$ cat src/rtl/adder_bist_3_4bits.sv
// adder_bist_3_4bits: built-in self-test controller for a three-operand
// 4-bit adder with carry-in and two weight-16 carry-outs.
// It drives registered operand vectors, waits SETTLE_CYCLES, checks the
// returned sum against the golden total, and reports pass/err_count/fail_vec.
// Optional feature macro: ADDER_BIST_EXHAUSTIVE_EN replaces the 16-bit LFSR
// vector source with a 13-bit counter sweeping all 8192 vectors.
module adder_bist_3_4bits #(
    parameter logic [15:0] SEED          = 16'hACE1,
    parameter int unsigned SETTLE_CYCLES = 1
) (
    input  logic        clk,
    input  logic        reset,
    input  logic        start,
    input  logic [7:0]  num_vectors,
    output logic [3:0]  in1,
    output logic [3:0]  in2,
    output logic [3:0]  in3,
    output logic        cin,
    input  logic [3:0]  sum,
    input  logic        cout_1,
    input  logic        cout_2,
    output logic        busy,
    output logic        done,
    output logic        pass,
    output logic [7:0]  err_count,
    output logic [12:0] fail_vec
);

    typedef enum logic [1:0] {
        ST_IDLE   = 2'd0,
        ST_SETTLE = 2'd1,
        ST_CHECK  = 2'd2,
        ST_DONE   = 2'd3
    } state_t;

    localparam logic [3:0] SETTLE_LAST = 4'(SETTLE_CYCLES - 32'd1);

`ifdef ADDER_BIST_EXHAUSTIVE_EN
    localparam int SRC_W = 13;
    localparam logic [SRC_W-1:0] SRC_INIT = 13'd0;

    // Exhaustive sweep: the vector source is a plain up-counter.
    function automatic logic [SRC_W-1:0] src_step(input logic [SRC_W-1:0] s);
        return s + 13'd1;
    endfunction
`else
    localparam int SRC_W = 16;
    // A zero seed would lock the LFSR, so it falls back to the default seed.
    localparam logic [SRC_W-1:0] SRC_INIT = (SEED == 16'h0000) ? 16'hACE1 : SEED;

    // Fibonacci LFSR, taps x^16+x^14+x^13+x^11+1, shifting towards bit 0.
    function automatic logic [SRC_W-1:0] src_step(input logic [SRC_W-1:0] s);
        return {s[0] ^ s[2] ^ s[3] ^ s[5], s[15:1]};
    endfunction
`endif

    // Golden total of the applied vector {cin,in3,in2,in1}, 7 bits wide.
    function automatic logic [6:0] golden_total(input logic [12:0] v);
        return {3'b000, v[3:0]} + {3'b000, v[7:4]} + {3'b000, v[11:8]} + {6'b000000, v[12]};
    endfunction

    // Total reported by the adder under test; each carry-out weighs 16.
    function automatic logic [6:0] observed_total(input logic [3:0] s,
                                                  input logic       c1,
                                                  input logic       c2);
        return {3'b000, s} + {2'b00, c1, 4'b0000} + {2'b00, c2, 4'b0000};
    endfunction

    state_t            state_r;
    state_t            state_s;
    logic [SRC_W-1:0]  src_r;
    logic [SRC_W-1:0]  src_s;
    logic [SRC_W-1:0]  src_adv_s;
    logic [13:0]       idx_r;
    logic [13:0]       idx_s;
    logic [13:0]       n_r;
    logic [13:0]       n_s;
    logic [13:0]       n_start_s;
    logic [3:0]        settle_cnt_r;
    logic [3:0]        settle_cnt_s;
    logic [12:0]       vec_r;
    logic [12:0]       vec_s;
    logic [12:0]       init_vec_s;
    logic [7:0]        err_r;
    logic [7:0]        err_s;
    logic [12:0]       fail_r;
    logic [12:0]       fail_s;
    logic              done_r;
    logic              done_s;
    logic              pass_r;
    logic              pass_s;
    logic              busy_r;
    logic              mismatch_s;
    logic              last_s;

`ifdef ADDER_BIST_EXHAUSTIVE_EN
    assign n_start_s = 14'd8192;
`else
    assign n_start_s = {6'd0, num_vectors};
`endif

    assign src_adv_s  = src_step(src_r);
    assign init_vec_s = SRC_INIT[12:0];
    assign mismatch_s = (observed_total(sum, cout_1, cout_2) != golden_total(vec_r));
    assign last_s     = ((idx_r + 14'd1) == n_r);

    // State register with synchronous reset.
    always_ff @(posedge clk) begin
        if (reset) begin
            state_r <= ST_IDLE;
        end else begin
            state_r <= state_s;
        end
    end

    // Next-state logic; start is only honoured in IDLE and DONE.
    always_comb begin
        state_s = state_r;
        case (state_r)
            ST_IDLE, ST_DONE: begin
                if (start) begin
                    state_s = (n_start_s == 14'd0) ? ST_DONE : ST_SETTLE;
                end else begin
                    state_s = state_r;
                end
            end
            ST_SETTLE: begin
                if (settle_cnt_r == SETTLE_LAST) begin
                    state_s = ST_CHECK;
                end else begin
                    state_s = ST_SETTLE;
                end
            end
            ST_CHECK: begin
                if (last_s) begin
                    state_s = ST_DONE;
                end else begin
                    state_s = ST_SETTLE;
                end
            end
            default: begin
                state_s = ST_IDLE;
            end
        endcase
    end

    // Datapath and output next values, chosen by the current state.
    always_comb begin
        src_s        = src_r;
        idx_s        = idx_r;
        n_s          = n_r;
        settle_cnt_s = settle_cnt_r;
        vec_s        = vec_r;
        err_s        = err_r;
        fail_s       = fail_r;
        done_s       = done_r;
        pass_s       = pass_r;
        case (state_r)
            ST_IDLE, ST_DONE: begin
                if (start) begin
                    src_s        = SRC_INIT;
                    idx_s        = 14'd0;
                    n_s          = n_start_s;
                    settle_cnt_s = 4'd0;
                    err_s        = 8'd0;
                    fail_s       = 13'd0;
                    if (n_start_s == 14'd0) begin
                        // Empty run: report a clean result straight away.
                        done_s = 1'b1;
                        pass_s = 1'b1;
                    end else begin
                        vec_s  = init_vec_s;
                        done_s = 1'b0;
                        pass_s = 1'b0;
                    end
                end else begin
                    done_s = done_r;
                end
            end
            ST_SETTLE: begin
                if (settle_cnt_r == SETTLE_LAST) begin
                    settle_cnt_s = 4'd0;
                end else begin
                    settle_cnt_s = settle_cnt_r + 4'd1;
                end
            end
            ST_CHECK: begin
                src_s = src_adv_s;
                if (mismatch_s) begin
                    err_s = (err_r == 8'hFF) ? 8'hFF : (err_r + 8'd1);
                    if (err_r == 8'd0) begin
                        fail_s = vec_r;
                    end else begin
                        fail_s = fail_r;
                    end
                end else begin
                    err_s = err_r;
                end
                if (last_s) begin
                    // Operands keep the last vector while in DONE.
                    done_s = 1'b1;
                    pass_s = (err_s == 8'd0);
                end else begin
                    vec_s = src_adv_s[12:0];
                    idx_s = idx_r + 14'd1;
                end
            end
            default: begin
                done_s = done_r;
            end
        endcase
    end

    // Datapath and output registers; reset clears every output.
    always_ff @(posedge clk) begin
        if (reset) begin
            src_r        <= '0;
            idx_r        <= 14'd0;
            n_r          <= 14'd0;
            settle_cnt_r <= 4'd0;
            vec_r        <= 13'd0;
            err_r        <= 8'd0;
            fail_r       <= 13'd0;
            done_r       <= 1'b0;
            pass_r       <= 1'b0;
            busy_r       <= 1'b0;
        end else begin
            src_r        <= src_s;
            idx_r        <= idx_s;
            n_r          <= n_s;
            settle_cnt_r <= settle_cnt_s;
            vec_r        <= vec_s;
            err_r        <= err_s;
            fail_r       <= fail_s;
            done_r       <= done_s;
            pass_r       <= pass_s;
            busy_r       <= (state_s == ST_SETTLE) || (state_s == ST_CHECK);
        end
    end

    assign in1       = vec_r[3:0];
    assign in2       = vec_r[7:4];
    assign in3       = vec_r[11:8];
    assign cin       = vec_r[12];
    assign busy      = busy_r;
    assign done      = done_r;
    assign pass      = pass_r;
    assign err_count = err_r;
    assign fail_vec  = fail_r;

endmodule

$ cat config.mk
export PLATFORM = sky130hd
export DESIGN_NAME = adder_bist_3_4bits
export DESIGN_NICKNAME = d
export VERILOG_FILES = /design/src/rtl/adder_bist_3_4bits.sv
export SDC_FILE = /design/constraint.sdc
export NUM_CORES = 1
export LEC_CHECK = 0
export ABC_AREA = 1
export BUFFER_PORTS_ARGS = -buffer_cell sky130_fd_sc_hd__buf_2
export CELL_PAD_IN_SITES_DETAIL_PLACEMENT = 1
export CELL_PAD_IN_SITES_GLOBAL_PLACEMENT = 1
export CORE_UTILIZATION = 45
export CTS_CLUSTER_SIZE = 16
export DETAILED_ROUTE_END_ITERATION = 8
export GPL_TIMING_DRIVEN = 0
export HOLD_SLACK_MARGIN = 0.1
export PLACE_DENSITY = 0.87
export SLEW_MARGIN = 40
export SYNTH_ARGS = -nofsm -noshare
export SYNTH_HDL_FRONTEND = slang
export SYNTH_SLANG_ARGS = --single-unit
$ cat constraint.sdc
create_clock -name clk -period 6.5 [get_ports clk]
set_input_delay 1.3 -clock clk [delete_from_list [all_inputs] [get_ports clk]]
set_output_delay 1.3 -clock clk [all_outputs]
set_load 0.05 [all_outputs]
Word level (Yosys, flattened, before mapping)

Index checks and enable logic that the tools add are counted.
Widths: inputs -> output; s select.

$add $sub $neg: 8
Muxes and demuxes: 32
Bitwise operators: 3
Divide/modulo/power cells: 0
$mul: 0
$lt $le $gt $ge: 0
Eq/ne operators: 14
Shifts and indexed selects: 0
Reduce and logical (&&, ||, !) cells: 16

Operators by type and width:

| operator              | count |
|---|---|
| $mux 13               | 6 |
| $pmux 13 s2           | 2 |
| $mux 8                | 4 |
| $pmux 16 s2           | 1 |
| $mux 14               | 2 |
| $pmux 14 s2           | 1 |
| $logic_not 8->1       | 2 |
| $mux 16               | 1 |
| $pmux 8 s2            | 1 |
| $add 14x1->14 const B | 1 |
| $eq 14x8->1           | 1 |
| $logic_not 14->1      | 1 |
| $ne 2x2->1 const B    | 6 |
| $add 8x1->8 const B   | 1 |
| $eq 8x8->1 const B    | 1 |
| $mux 2                | 4 |
| $mux 4                | 2 |
| $pmux 4 s2            | 1 |
| $reduce_and 4->1      | 2 |
| $add 6x1->7           | 1 |
| $add 6x5->7           | 1 |
| $ne 7x7->1            | 1 |
| $add 4x5->6           | 1 |
| $add 5x4->6           | 1 |
| 15 further kinds      | 28 |

Output and inout port bits: 37
Bits in read-only memories: 0
Logic and storage cells: 84
Latch bits: 0
Register bits: 81
Input bits: 17
Memory bits (writable): 0
Memories kept: 0

Logic depth before layout (Yosys ltp)

Gate-level depths: netlist of run 1.

Depth in word-level cells: 9
Mapped depth: 21
Mapped depth without buffers: 21

Worst setup path before layout of run 1

Ideal clock, no wire load.

Path type: register to register
Start: register vec_r[4]
End: register fail_r[10] (netlist: fail_vec[10])
Arrival: 3.100 ns
Library setup time: 0.070 ns
Period minus slack after synthesis: 3.170 ns
Cell stages (with the launch flop): 14
Data required time: 6.430 ns
Path buffers: 1
Path slack: 3.330 ns
Cells stage by stage: dfxtp_1 fa_1 ha_1 fa_1 xnor2_1 nand2_1 nor2_1 nand2_1 nor2_4 nand3_1 nand3_1 clkbuf_1 nand2_1 a21oi_1

Longest elaborated chain between the ends: 6

RTL lines:

| what                              | line | RTL |
|---|---|---|
| from (decl)                       | 81   | `logic [12:0] vec_r;` |
| from (signal assigned)            | 232  | `vec_r <= vec_s;` |
| $add 4x4->5                       | 59   | `return {3'b000, v[3:0]} + {3'b000, v[7:4]} + {3'b000, v[11:8]} + {6'b000000, v[12]};` |
| $add 5x4->6                       | 59   |  |
| $add 6x1->7                       | 59   |  |
| $ne 7x7->1                        | 104  | `assign mismatch_s = (observed_total(sum, cout_1, cout_2) != golden_total(vec_r));` |
| $ne 2x2->1 (no source line)       | n/a  |  |
| $reduce_and 4->1 (no source line) | n/a  |  |
| to (signal assigned)              | 234  | `fail_r <= fail_s;` |
| to (decl)                         | 86   | `logic [12:0] fail_r;` |

No other way between the ends.
A chain may end at the register's enable or synchronous reset.

Worst setup path in the final report of run 1

Start: register vec_r[4]
End: register pass_r (netlist: pass)

Longest elaborated chain between the ends: 9

RTL lines:

| what                 | line | RTL |
|---|---|---|
| $add 4x4->5          | 59   |  |
| $add 5x4->6          | 59   |  |
| $add 6x1->7          | 59   |  |
| $ne 7x7->1           | 104  |  |
| $mux 8               | 189  | `if (mismatch_s) begin` |
| $mux 8               | 158  | `case (state_r)` |
| $logic_not 8->1      | 202  | `pass_s = (err_s == 8'd0);` |
| $mux 1               | 199  | `if (last_s) begin` |
| $pmux 1 s2           | 158  |  |
| to (signal assigned) | 236  | `pass_r <= pass_s;` |
| to (decl)            | 90   | `logic pass_r;` |

No other way between the ends. The select of a mux whose other input is x is not followed.

==> load_flow_metrics.sql, run 1 <==
INSERT INTO impl_metrics (metric_group, metric, value, unit) VALUES
('placed_design', 'gpl.final_weighted_congestion', '0.8677', ''),
('clock_tree', 'postCtsHoldBufs', '0', ''),
('placed_design', 'dp_worst_slack', '3.048', 'ns'),
('power', 'p_per_area', '462.4', 'nW/um^2'),
('timing', 'final-setup-viol-count', '0', ''),
('clock_tree', 'cts.path.max_buffers', '2', ''),
('logic_synthesis', 'seq_area_frac_synth', '36.39', '%'),
('placed_design', 'post-place-cells', '832', ''),
('worst_setup_path', 'crit_path_start_kind', 'register', ''),
('floorplanning', 'die_footprint', '10300', 'um^2'),
('route', 'num_vias', '4568', ''),
('worst_setup_path', 'reg2reg_to', 'pass$_SDFFE_PP0P_', ''),
('timing', 'relative_slew_slack', '49.88', '%'),
('logic_synthesis', 'mapped_area', '4456', 'um^2'),
('floorplanning', 'fp-row-count', '35', ''),
('logic_synthesis', 'syn-instance-count', '651', ''),
('timing', 'finalSetupTns', '0', 'ns'),
('min_path', 'min_path_cells', '2', ''),
('power', 'static-leakage-power', '2.183', 'nW'),
('worst_setup_path', 'rr_worst_depth', '16', ''),
('floorplanning', 'standard_cell_core_area', '9415', 'um^2'),
('logic_synthesis', 'ys_seq_elements', '81', ''),
('worst_setup_path', 'cpMostUsedCell', 'sky130_fd_sc_hd__nand2_1', ''),
('timing', 'hold-worst-slack', '0.4717', 'ns'),
('min_path', 'min_to', 'fail_vec[10]$_SDFFE_PP0P_', ''),
('logic_synthesis', 'yosys_warnings', '0', ''),
('clock_tree', 'cts_inserted_buffers', '9', ''),
('timing', 'post-route-worst-setup-slack', '3.158', 'ns'),
('global_routing', 'grt_pass1_wl', '22180', 'um'),
('worst_setup_path', 'worst-path-max-fanout', '10', ''),
('run', 'drv.max_cap_violation_count', '0', ''),
('floorplanning', 'design.portCount', '54', ''),
('route', 'vias_per_cell', '5.387', ''),
('clock_tree', 'resize_count_post_cts', '0', ''),
('route', 'wl_per_cell', '16.11', 'um'),
('global_routing', 'grt_antenna_before_repair', '0', ''),
('clock_tree', 'cts.clk_slew.worst_paths', '0.09', 'ns'),
('timing', 'fin_crit_sh', '51.42', '%'),
('worst_setup_path', 'critPathSlowestCell', 'sky130_fd_sc_hd__fa_1', ''),
('outcome', 'status', 'complete, no violations', ''),
('global_routing', 'first_global_vias', '4755', ''),
('worst_setup_path', 'critical_path_arrival', '3.63', 'ns'),
('cells_and_area', 'layout-drive-gt1-share', '13.91', '%'),
('floorplanning', 'floorplan.initialDensity', '47.32', '%'),
('worst_setup_path', 'critical_path_class', 'register to register', ''),
('timing', 'final_hold_viol_count', '0', ''),
('cells_and_area', 'layout.filler_cells', '1287', ''),
('timing', 'worst_pin_slew', '0.7518', 'ns'),
('placed_design', 'place.port_buffers', '52', ''),
('cells_and_area', 'fin_cells', '848', ''),
('logic_synthesis', 'syn_nets', '685', ''),
('route', 'number_of_detailed_route_iterations_in_the_first_pass', '4', ''),
('cells_and_area', 'insertedDiodeCount', '0', ''),
('clock_tree', 'worstSkewPairLatency', '0.36', 'ns'),
('timing', 'skew', '0.009421', 'ns'),
('worst_setup_path', 'worst-r2r-setup-slack', '3.16', 'ns'),
('logic_synthesis', 'syn_area_per_cell', '6.844', 'um^2'),
('timing', 'fmax', '299.2', 'MHz'),
('clock_tree', 'cts-htree-levels', '3', ''),
('clock_tree', 'root_buf_cell', 'sky130_fd_sc_hd__clkbuf_8', ''),
('global_routing', 'grt_use_total', '27.94', '%'),
('power', 'worst_vdd_drop', '0.3191', 'mV'),
('floorplanning', 'die_x', '101.5', 'um'),
('worst_setup_path', 'worstPathCellList', 'fa_1, ha_1, fa_1, xnor2_1, nand2_1, nor2_1, nand2_1, nor2_4, nand2_2, o21ai_0, nand2_1, nor2_1, nand2_1, nand2_1, nand2_1, a21oi_1', ''),
('cells_and_area', 'area_growth', '14.38', '%'),
('route', 'drt-total-wl', '13660', 'um'),
('min_path', 'holdCritStartpoint', 'fail_vec[10]$_SDFFE_PP0P_', ''),
('route', 'drt-initial-drc-count', '181', ''),
('timing', 'report.final.slew_viol_count', '0', ''),
('timing', 'setup_repair_after_global_routing_missed_its_margin', 'false', ''),
('logic_synthesis', 'unique_masters_post_synth', '39', '');
==> metal layers <==
| layer | track usage [%] | up-vias | part of all wire, % | wire, um |
|---|---|---|---|---|
| met3 | 3.244 | 33 | 2.6 | 360 |
| met1 | 34.33 | 2210 | 44 | 6014 |
| met5 | 0 | - | 0 | 0 |
| li1 | - | 2239 | - | - |
| met4 | 12.37 | 0 | 2.8 | 377 |
| met2 | 49.06 | 86 | 51 | 6910 |
==> cells in the mapped netlist <==
library cell / count / area, um^2
sky130_fd_sc_hd__nor3b_1: 3 / 22.52
sky130_fd_sc_hd__nor3_1: 2 / 10.01
sky130_fd_sc_hd__a22oi_1: 1 / 7.510
sky130_fd_sc_hd__dfxtp_1: 81 / 1622
sky130_fd_sc_hd__o21ai_1: 10 / 50.05
sky130_fd_sc_hd__a21oi_2: 4 / 35.03
sky130_fd_sc_hd__o22ai_1: 2 / 12.51
sky130_fd_sc_hd__ha_1: 12 / 150.1
sky130_fd_sc_hd__buf_6: 2 / 22.52
sky130_fd_sc_hd__nor3_2: 2 / 20.02
sky130_fd_sc_hd__nand4_1: 17 / 106.4
sky130_fd_sc_hd__o221ai_1: 1 / 8.760
sky130_fd_sc_hd__o221a_2: 1 / 11.26
sky130_fd_sc_hd__nand3_4: 1 / 17.52
sky130_fd_sc_hd__clkbuf_1: 17 / 63.81
sky130_fd_sc_hd__nand2_2: 3 / 18.77
sky130_fd_sc_hd__buf_1: 2 / 7.510
sky130_fd_sc_hd__clkinv_1: 3 / 11.26
sky130_fd_sc_hd__nor2_4: 1 / 11.26
sky130_fd_sc_hd__nand3_2: 2 / 20.02
sky130_fd_sc_hd__buf_2: 1 / 5.000
sky130_fd_sc_hd__nand3_1: 52 / 260.3
sky130_fd_sc_hd__fa_1: 5 / 100.1
sky130_fd_sc_hd__nand2_1: 182 / 683.2
sky130_fd_sc_hd__xnor2_1: 7 / 61.31
sky130_fd_sc_hd__o21ai_2: 2 / 17.52
sky130_fd_sc_hd__a221oi_1: 3 / 26.28
sky130_fd_sc_hd__buf_8: 1 / 15.01
sky130_fd_sc_hd__nor3_4: 1 / 16.27
sky130_fd_sc_hd__nor2_2: 3 / 18.77
sky130_fd_sc_hd__or2_2: 6 / 37.54
sky130_fd_sc_hd__xor2_1: 5 / 43.79
sky130_fd_sc_hd__nor2_1: 53 / 198.9
sky130_fd_sc_hd__nand3b_1: 6 / 45.04
sky130_fd_sc_hd__inv_1: 69 / 259.0
sky130_fd_sc_hd__inv_2: 3 / 11.26
sky130_fd_sc_hd__o21ai_0: 20 / 100.1
sky130_fd_sc_hd__a21oi_1: 63 / 315.3
sky130_fd_sc_hd__nor4_1: 2 / 12.51
==> report_power, final <==
part / total, mW / internal, mW / leakage, nW / switching (mW)
Combinational: 1.25 / 0.371 / 1.42 / 0.882
Clock: 0.416 / 0.218 / 0.0991 / 0.199
Sequential: 0.687 / 0.594 / 0.661 / 0.0930
==> registers in the layout (all words and copies together), names as in the netlist <==
| signal | flops |
|---|---|
| busy | 1 |
| done | 1 |
| idx_r | 14 |
| pass | 1 |
| err_count | 8 |
| state_r | 2 |
| fail_vec | 13 |
| settle_cnt_r | 4 |
| n_r | 8 |
| vec_r | 13 |
| src_r | 16 |
==> layout make-up <==
type	count	area, um^2	area share, %
clock inverter	6	91.34	1.792
clock buffer	10	127.6	2.504
sequential	81	1622	31.82
tap	129	161.4	3.167
inverter	75	281.5	5.524
timing repair buffer	52	260.3	5.107
multi-input combinational	472	2439	47.85
buffer	23	113.9	2.234
==> tightest hold or removal path, stage by stage (launching register included) <==
cell	delay (ns)
sky130_fd_sc_hd__dfxtp_1	0.31
sky130_fd_sc_hd__nand2_1	0.06
sky130_fd_sc_hd__a21oi_1	0.06
==> worst max path at each step <==
| stage | from | end | slack, ns | depth (start not counted) |
|---|---|---|---|---|
| 2_1_floorplan | vec_r[4]$_SDFFE_PP0P_ | fail_vec[10]$_SDFFE_PP0P_ | 3.33 | 13 |
| 3_3_place_gp | cout_1 | pass$_SDFFE_PP0P_ | 3.14 | 15 |
| 3_5_place_dp | cout_1 | pass$_SDFFE_PP0P_ | 3.05 | 15 |
| 4_1_cts | vec_r[4]$_SDFFE_PP0P_ | fail_vec[8]$_SDFFE_PP0P_ | 3.14 | 13 |
| 5_1_grt | vec_r[4]$_SDFFE_PP0P_ | pass$_SDFFE_PP0P_ | 2.87 | 16 |
| 6_report | vec_r[4]$_SDFFE_PP0P_ | pass$_SDFFE_PP0P_ | 3.16 | 16 |
==> metrics by stage <==
step                area, um^2  utilization [%]
finish                    5096            54.13
global route              5096            54.13
CTS                       5096            54.13
detailed placement        4877            51.80
global placement          4877            51.80
floorplan                 4456                -
==> cells in the final DEF (no fill, tap or decap), types with 4 or more instances in the layout <==
master,instances
sky130_fd_sc_hd__nand2_1,182
sky130_fd_sc_hd__dfxtp_1,81
sky130_fd_sc_hd__inv_1,69
sky130_fd_sc_hd__a21oi_1,63
sky130_fd_sc_hd__nor2_1,53
sky130_fd_sc_hd__buf_2,53
sky130_fd_sc_hd__nand3_1,52
sky130_fd_sc_hd__o21ai_0,20
sky130_fd_sc_hd__clkbuf_1,18
sky130_fd_sc_hd__nand4_1,17
sky130_fd_sc_hd__ha_1,12
sky130_fd_sc_hd__o21ai_1,10
sky130_fd_sc_hd__clkbuf_8,9
sky130_fd_sc_hd__xnor2_1,7
sky130_fd_sc_hd__nand3b_1,6
sky130_fd_sc_hd__or2_2,6
sky130_fd_sc_hd__xor2_1,5
sky130_fd_sc_hd__fa_1,5
sky130_fd_sc_hd__a21oi_2,4
==> cells by family after synthesis <==
logic type / after synthesis / share of synthesized area [%]
xor gates and xnor gates: 12 / 2.359
buffers and inverters: 98 / 8.874
adders and majority gates: 17 / 5.616
AOI/OAI and AO/OA: 107 / 13.11
DFF: 81 / 36.39
and+or+nand+nor: 336 / 33.64
No activity file was read; power rests on OpenSTA's default activity.
==> inputs of run 2 (changes only) <==
CORE_UTILIZATION = 42   (was 45)
PLACE_DENSITY = 0.82   (was 0.87)
clock period = 3.4 ns   (was 6.5 ns; I/O delays follow)
==> load_flow_metrics.sql, run 2 (synthesis results as in run 1) <==
INSERT INTO impl_metrics (metric_group, metric, value, unit) VALUES
('outcome', 'status', 'complete, no violations', ''),
('min_path', 'min-delay-path-class', 'register to register', ''),
('worst_setup_path', 'crit_path_end_kind', 'register', ''),
('cells_and_area', 'final_util', '49.51', '%'),
('power', 'p_per_area', '863.9', 'nW/um^2'),
('timing', 'fin_crit_sh', '93.34', '%'),
('power', 'seq_power_share', '29.7', '%'),
('clock_tree', 'postCtsHoldBufs', '0', ''),
('cells_and_area', 'layout.area.seq', '1622', 'um^2'),
('worst_setup_path', 'worst-path-max-fanout', '5', ''),
('cells_and_area', 'area_growth', '14.71', '%'),
('worst_setup_path', 'critical_path_arrival', '3.39', 'ns'),
('cells_and_area', 'layout-drive-gt1-share', '14.72', '%'),
('power', 'p_int', '2.209', 'mW'),
('power', 'netSwitchingFraction', '49.97', '%'),
('cells_and_area', 'multi_input_comb_area', '2467', 'um^2'),
('timing', 'report.final.slew_viol_count', '0', ''),
('clock_tree', 'cts_num_sinks', '81', ''),
('timing', 'final-setup-viol-count', '0', ''),
('route', 'post-route-drc-count', '0', ''),
('clock_tree', 'cts.clk_slew.worst_paths', '0.08', 'ns'),
('cells_and_area', 'layout_commonest_cell', 'sky130_fd_sc_hd__nand2_1', ''),
('placed_design', 'place_hpwl', '10100', 'um'),
('placed_design', 'place.port_buffers', '52', ''),
('power', 'static-leakage-power', '2.193', 'nW'),
('route', 'drt-total-wl', '13410', 'um'),
('global_routing', 'first_global_vias', '4686', ''),
('floorplanning', 'standard_cell_core_area', '10320', 'um^2'),
('cells_and_area', 'finish.instance_area', '5111', 'um^2'),
('cells_and_area', 'most_frequent_cells_in_the_layout', 'sky130_fd_sc_hd__nand2_1 (182), sky130_fd_sc_hd__dfxtp_1 (81), sky130_fd_sc_hd__inv_1 (69)', ''),
('global_routing', 'grt_pass1_wl', '22070', 'um'),
('global_routing', 'global_route.overflow_total', '0', ''),
('floorplanning', 'fp.dieH', '105.0', 'um'),
('floorplanning', 'floorplan.initialDensity', '43.16', '%'),
('timing', 'relative_slew_slack', '51.61', '%'),
('route', 'number_of_detailed_route_iterations_in_the_first_pass', '4', ''),
('worst_setup_path', 'critical_path_class', 'register to register', ''),
('clock_tree', 'cts_inserted_buffers', '9', ''),
('worst_setup_path', 'worst-endpoint-required', '3.62', 'ns'),
('power', 'comb_power_share', '54.4', '%'),
('clock_tree', 'cts.path.max_buffers', '2', ''),
('power', 'clockPowerShare', '16.0', '%'),
('floorplanning', 'die_footprint', '11020', 'um^2'),
('timing', 'final_hold_viol_count', '0', ''),
('route', 'vias_per_cell', '5.235', ''),
('route', 'antenna_left', '0', ''),
('cells_and_area', 'regMostFlops', 'src_r', ''),
('global_routing', 'grt_use_total', '25.35', '%'),
('cells_and_area', 'layout.filler_cells', '1416', ''),
('clock_tree', 'tritoncts', 'done', ''),
('run', 'drv.max_cap_violation_count', '0', ''),
('clock_tree', 'root_buf_cell', 'sky130_fd_sc_hd__clkbuf_8', ''),
('cells_and_area', 'num-nets-final', '751', ''),
('timing', 'skew', '0.01287', 'ns'),
('floorplanning', 'die_x', '105.0', 'um'),
('route', 'num_vias', '4481', ''),
('cells_and_area', 'largest_register_ffs', '16', ''),
('timing', 'worst_pin_slew', '0.7258', 'ns'),
('global_routing', 'grt_antenna_before_repair', '0', ''),
('power', 'worst_vdd_drop', '0.5240', 'mV'),
('cells_and_area', 'biggestRegsByFlops', 'src_r x16, idx_r x14', ''),
('floorplanning', 'fp-row-count', '37', ''),
('clock_tree', 'cts-htree-levels', '3', ''),
('power', 'netSwitchingPower', '2.207', 'mW'),
('route', 'drt-initial-drc-count', '206', ''),
('cells_and_area', 'insertedDiodeCount', '0', ''),
('timing', 'finalCriticalPeriod', '3.174', 'ns'),
('placed_design', 'gpl.final_weighted_congestion', '0.8202', ''),
('placed_design', 'cell_area_placed', '4886', 'um^2'),
('clock_tree', 'worstSkewPairLatency', '0.37', 'ns'),
('worst_setup_path', 'crit_path_start_kind', 'register', ''),
('timing', 'fmax', '315.1', 'MHz'),
('global_routing', 'grt_start_max_net_pins', '13', ''),
('floorplanning', 'design.portCount', '54', ''),
('route', 'wl_per_cell', '15.66', 'um');
==> run 2: critical path: stages (launching register included) <==
cell                      delay [ns]
sky130_fd_sc_hd__dfxtp_1        0.37
sky130_fd_sc_hd__fa_1           0.57
sky130_fd_sc_hd__ha_2           0.21
sky130_fd_sc_hd__fa_1           0.42
sky130_fd_sc_hd__xnor2_1        0.17
sky130_fd_sc_hd__nand2_1        0.07
sky130_fd_sc_hd__nor2_1         0.13
sky130_fd_sc_hd__nand2_1        0.14
sky130_fd_sc_hd__nor2_2         0.23
sky130_fd_sc_hd__nand2_2        0.14
sky130_fd_sc_hd__nand2_1        0.11
sky130_fd_sc_hd__nand2_1        0.06
sky130_fd_sc_hd__nand2_1        0.07
sky130_fd_sc_hd__nor2_1         0.05
sky130_fd_sc_hd__nand2_1        0.06
sky130_fd_sc_hd__nand2_1        0.09
sky130_fd_sc_hd__nand2_1        0.09
sky130_fd_sc_hd__a21oi_1        0.06
==> run 2: worst paths after layout <==
kind / endpoint / cells after the start / start / slack [ns]
setup / recovery: pass$_SDFFE_PP0P_ / 17 / vec_r[0]$_SDFFE_PP0P_ / 0.23
hold / removal: fail_vec[2]$_SDFFE_PP0P_ / 2 / fail_vec[2]$_SDFFE_PP0P_ / 0.47
setup reg to reg: pass$_SDFFE_PP0P_ / 17 / vec_r[0]$_SDFFE_PP0P_ / 0.23
hold reg to reg: fail_vec[2]$_SDFFE_PP0P_ / 2 / fail_vec[2]$_SDFFE_PP0P_ / 0.47
==> run 2: final cells by class <==
type                            instances  area share (%)
Timing Repair Buffer                   53           5.239
Multi-Input combinational cell        474           48.27
Buffer                                 23           2.252
Clock buffer                           11           2.766
Sequential cell                        81           31.73
Clock inverter                          3          0.8323
Tap cell                              136           3.329
Inverter                               75           5.581
==> run 2: per-layer routing <==
metal	vias to the layer above	track usage, %	wire length, um
met1	2151	31.64	6010
met5	-	0	0
met3	16	2.246	436
li1	2248	-	-
met4	0	9.557	227
met2	66	45.18	6733
==> run 2: power groups by stage <==
stage	Combinational [mW]	Clock (mW)	Sequential [mW]
3_3_place_gp	2.26	0	1.32
3_5_place_dp	2.34	0	1.33
2_1_floorplan	1.50	0	1.54
4_1_cts	2.36	0.718	1.31
6_report	2.40	0.705	1.31
5_1_grt	2.66	0.749	1.33
==> run 2: stage by stage <==
| stage | TNS, ns | instances | power (mW) | worst slack [ns] | hold slack, ns |
|---|---|---|---|---|---|
| 2_1_floorplan | 0 | 651 | 3.038 | 0.2296 | 0.4409 |
| 6_report | 0 | 856 | 4.416 | 0.2265 | 0.4679 |
| 5_1_grt | -0.01009 | 856 | 4.744 | -0.01009 | 0.4899 |
| 3_5_place_dp | 0 | 839 | 3.673 | 0.04573 | 0.4564 |
| 4_1_cts | 0 | 853 | 4.384 | 0.02044 | 0.4692 |
| 3_3_place_gp | 0 | 839 | 3.579 | 0.1373 | 0.4483 |
==> run 2: repair_timing <==
| item | CTS | global route |
|---|---|---|
| setup buffers | 0 | 1 |
| gates resized for setup | 0 | 8 |
| setup endpoints to repair | 0 | 11 |
==> inputs of run 3 (changes only) <==
ABC_AREA = not set   (was 1)
CORE_UTILIZATION = 43   (was 42)
PLACE_DENSITY = 0.81   (was 0.82)
==> load_flow_metrics.sql, run 3 <==
INSERT INTO impl_metrics (metric_group, metric, value, unit) VALUES
('worst_setup_path', 'critPathSlowestCell', 'sky130_fd_sc_hd__fa_2', ''),
('clock_tree', 'cts.clk_slew.worst_paths', '0.09', 'ns'),
('cells_and_area', 'layout.filler_cells', '1294', ''),
('cells_and_area', 'fin_cells', '775', ''),
('run', 'drv.max_cap_violation_count', '0', ''),
('min_path', 'min_to', 'fail_vec[3]$_SDFFE_PP0P_', ''),
('logic_synthesis', 'synth-compound-area-share', '21.06', '%'),
('worst_setup_path', 'path_depth', '10', ''),
('logic_synthesis', 'syn_area_per_cell', '7.953', 'um^2'),
('floorplanning', 'floorplan.initialDensity', '44.07', '%'),
('power', 'p_int', '1.857', 'mW'),
('route', 'post-route-drc-count', '0', ''),
('floorplanning', 'fp-row-count', '37', ''),
('floorplanning', 'standard_cell_core_area', '10230', 'um^2'),
('placed_design', 'place.port_buffers', '53', ''),
('logic_synthesis', 'syn_nets', '601', ''),
('floorplanning', 'die_x', '104.4', 'um'),
('floorplanning', 'design.portCount', '54', ''),
('logic_synthesis', 'synth_simple_gate_area_share', '26.05', '%'),
('global_routing', 'grt_pass1_wl', '23070', 'um'),
('power', 'worst_vdd_drop', '0.3466', 'mV'),
('logic_synthesis', 'ys_seq_elements', '81', ''),
('timing', 'post-route-worst-setup-slack', '0.07724', 'ns'),
('min_path', 'min-delay-path-class', 'register to register', ''),
('clock_tree', 'tritoncts', 'done', ''),
('worst_setup_path', 'worst-r2r-setup-slack', '0.08', 'ns'),
('timing', 'fmax', '301.0', 'MHz'),
('timing', 'skew', '0.01210', 'ns'),
('min_path', 'min_path_cells', '2', ''),
('timing', 'hold-worst-slack', '0.4542', 'ns'),
('power', 'netSwitchingFraction', '45.11', '%'),
('floorplanning', 'fp.dieH', '104.4', 'um'),
('cells_and_area', 'largest_register_ffs', '16', ''),
('worst_setup_path', 'critical_path_class', 'register to register', ''),
('logic_synthesis', 'asyncSetResetFlopFracSynth', '0', '%'),
('global_routing', 'global_route.overflow_total', '0', ''),
('cells_and_area', 'area_growth', '15.98', '%'),
('timing', 'final-setup-viol-count', '0', ''),
('clock_tree', 'postCtsHoldBufs', '0', ''),
('route', 'drt-initial-drc-count', '217', ''),
('clock_tree', 'root_buf_cell', 'sky130_fd_sc_hd__clkbuf_8', ''),
('worst_setup_path', 'rr_worst_depth', '10', ''),
('clock_tree', 'cts-htree-levels', '3', ''),
('route', 'number_of_detailed_route_iterations_in_the_first_pass', '4', ''),
('clock_tree', 'cts_inserted_buffers', '9', ''),
('worst_setup_path', 'worstPathCellList', 'fa_2, ha_4, fa_1, xor2_2, a2111oi_4, a31oi_2, o21ai_2, clkbuf_2, nand2_1, a21oi_1', ''),
('power', 'seq_power_share', '35.9', '%'),
('placed_design', 'place_hpwl', '10140', 'um'),
('timing', 'fin_crit_sh', '97.73', '%'),
('timing', 'finalSetupTns', '0', 'ns'),
('min_path', 'holdCritStartpoint', 'fail_vec[3]$_SDFFE_PP0P_', ''),
('timing', 'report.final.slew_viol_count', '0', ''),
('global_routing', 'grt_use_total', '26.30', '%'),
('route', 'antenna_left', '0', ''),
('logic_synthesis', 'yosys.area.top_type', 'sky130_fd_sc_hd__dfxtp_1', ''),
('worst_setup_path', 'r2r_start', 'vec_r[12]$_SDFFE_PP0P_', ''),
('cells_and_area', 'layout-drive-gt1-share', '17.21', '%'),
('placed_design', 'post-place-cells', '756', ''),
('route', 'vias_per_cell', '5.755', ''),
('clock_tree', 'cts_num_sinks', '81', ''),
('cells_and_area', 'layout.area.seq', '1632', 'um^2'),
('power', 'netSwitchingPower', '1.526', 'mW'),
('worst_setup_path', 'critical_path_buf_inv_count', '1', ''),
('cells_and_area', 'layout_commonest_cell', 'sky130_fd_sc_hd__dfxtp_1', ''),
('route', 'num_vias', '4460', ''),
('logic_synthesis', 'synth.area.top_cells', 'sky130_fd_sc_hd__dfxtp_1 (36%), sky130_fd_sc_hd__nand2_1 (5.9%), sky130_fd_sc_hd__a21oi_1 (5.5%)', ''),
('logic_synthesis', 'post_synth_xor_area_fraction', '4.467', '%'),
('worst_setup_path', 'worst-path-max-fanout', '10', ''),
('worst_setup_path', 'crit_path_end_kind', 'register', ''),
('logic_synthesis', 'number_of_enable_type_register_cells_in_the_synthesized_netlist', '0', ''),
('logic_synthesis', 'unique_masters_post_synth', '60', ''),
('cells_and_area', 'biggestRegsByFlops', 'src_r x16, idx_r x14', ''),
('floorplanning', 'die_footprint', '10900', 'um^2'),
('timing', 'setup_repair_after_global_routing_missed_its_margin', 'true', ''),
('cells_and_area', 'multi_input_comb_area', '2699', 'um^2'),
('worst_setup_path', 'reg2reg_to', 'fail_vec[12]$_SDFFE_PP0P_', ''),
('worst_setup_path', 'crit_path_start_kind', 'register', ''),
('logic_synthesis', 'synthAdderAreaFrac', '5.549', '%'),
('logic_synthesis', 'post-synth-top-count-cell', 'sky130_fd_sc_hd__dfxtp_1', ''),
('cells_and_area', 'insertedDiodeCount', '0', ''),
('route', 'wl_per_cell', '17.94', 'um'),
('cells_and_area', 'most_frequent_cells_in_the_layout', 'sky130_fd_sc_hd__dfxtp_1 (75), sky130_fd_sc_hd__nand2_1 (71), sky130_fd_sc_hd__buf_2 (56)', ''),
('worst_setup_path', 'critical-path-top-delay-family', 'adder cells', ''),
('timing', 'worst_pin_slew', '0.6838', 'ns'),
('logic_synthesis', 'mapped_area', '4509', 'um^2'),
('cells_and_area', 'final_util', '51.12', '%'),
('worst_setup_path', 'critPathMaxStageDelay', '0.61', 'ns'),
('timing', 'relative_slew_slack', '54.42', '%'),
('placed_design', 'gpl.final_weighted_congestion', '0.8709', ''),
('route', 'drt-total-wl', '13910', 'um'),
('timing', 'final_hold_viol_count', '0', ''),
('logic_synthesis', 'syn-instance-count', '567', ''),
('outcome', 'status', 'complete, no violations', ''),
('timing', 'finalCriticalPeriod', '3.323', 'ns'),
('placed_design', 'dp_worst_slack', '-0.4562', 'ns'),
('placed_design', 'cell_area_placed', '4952', 'um^2'),
('clock_tree', 'worstSkewPairLatency', '0.37', 'ns'),
('power', 'p_per_area', '647.0', 'nW/um^2'),
('clock_tree', 'cts.path.max_buffers', '2', ''),
('logic_synthesis', 'synth.mux.area_fraction', '1.332', '%'),
('logic_synthesis', 'synth-main-ff-cell', 'sky130_fd_sc_hd__dfxtp_1', ''),
('power', 'finalPower', '3.384', 'mW'),
('logic_synthesis', 'seq_area_frac_synth', '35.96', '%'),
('global_routing', 'first_global_vias', '4541', ''),
('logic_synthesis', 'synth_top_family_by_area', 'simple AND/OR/NAND/NOR gates', ''),
('power', 'static-leakage-power', '1.937', 'nW'),
('power', 'clockPowerShare', '20.5', '%'),
('logic_synthesis', 'yosys_warnings', '0', ''),
('logic_synthesis', 'synth.top_cell.area_share', '35.96', '%'),
('cells_and_area', 'regMostFlops', 'src_r', ''),
('logic_synthesis', 'synth_common_cells', 'sky130_fd_sc_hd__dfxtp_1 (81), sky130_fd_sc_hd__nand2_1 (71), sky130_fd_sc_hd__nor2_1 (54)', ''),
('cells_and_area', 'num-nets-final', '668', ''),
('cells_and_area', 'finish.instance_area', '5230', 'um^2'),
('power', 'comb_power_share', '43.6', '%'),
('worst_setup_path', 'worst-endpoint-required', '3.69', 'ns'),
('global_routing', 'grt_start_max_net_pins', '16', ''),
('worst_setup_path', 'critical_path_arrival', '3.62', 'ns'),
('global_routing', 'grt_antenna_before_repair', '0', '');
-- run 3: area by class of cell --
cell class	instances	area share [%]
multi-input cells	432	51.60
flip-flops and latches	81	31.20
repair buffers	56	5.502
plain buffers	43	4.091
well taps	136	3.254
clock buffers	10	2.632
clock inverters	6	0.9330
inverters	11	0.7895
-- run 3: power by group through the flow --
stage               sequential (mW)  clock [mW]  combinational [mW]
floorplan                      1.37           0               0.859
global placement               1.23           0                1.33
detailed placement             1.23           0                1.39
CTS                            1.21       0.697                1.45
global route                   1.23       0.743                1.60
finish                         1.22       0.692                1.48
-- run 3: cells by family (layout without fill, tap and decap cells) --
family | count (synthesis) | in the layout
adders and majority gates | 17 | 17
and+or+nand+nor | 238 | 238
muxes | 6 | 6
buffers and inverters | 54 | 126
xor gates and xnor gates | 23 | 23
AOI/OAI and AO/OA | 148 | 148
DFF | 81 | 81
-- run 3: how the worst max path moves through the flow --
stage,end,startpoint,slack [ns]
after global routing,fail_vec[12]$_SDFFE_PP0P_,vec_r[12]$_SDFFE_PP0P_,-0.06
after CTS,pass$_SDFFE_PP0P_,vec_r[0]$_SDFFE_PP0P_,0.008
after global placement,fail_vec[12]$_SDFFE_PP0P_,vec_r[0]$_SDFFE_PP0P_,-0.31
after detailed placement,fail_vec[8]$_SDFFE_PP0P_,vec_r[0]$_SDFFE_PP0P_,-0.46
final,fail_vec[12]$_SDFFE_PP0P_,vec_r[12]$_SDFFE_PP0P_,0.08
after floorplan,fail_vec[10]$_SDFFE_PP0P_,vec_r[7]$_SDFFE_PP0P_,0.04
-- run 3: worst min-delay path: stages (launching register included) --
cell,delay (ns)
sky130_fd_sc_hd__dfxtp_1,0.32
sky130_fd_sc_hd__nand2_1,0.05
sky130_fd_sc_hd__a21oi_1,0.05
-- run 3: metal layers --
| metal | wire, um | track usage [%] |
|---|---|---|
| met5 | 0 | 0 |
| met2 | 6766 | 44.56 |
| met1 | 6487 | 35.27 |
| met4 | 159 | 6.327 |
| met3 | 493 | 3.446 |
-- run 3: what timing repair did --
item / CTS / global route
buffers inserted: 3 / 0
pin swaps: 1 / 6
endpoints found under the setup margin: 19 / 28
resized for setup: 6 / 11
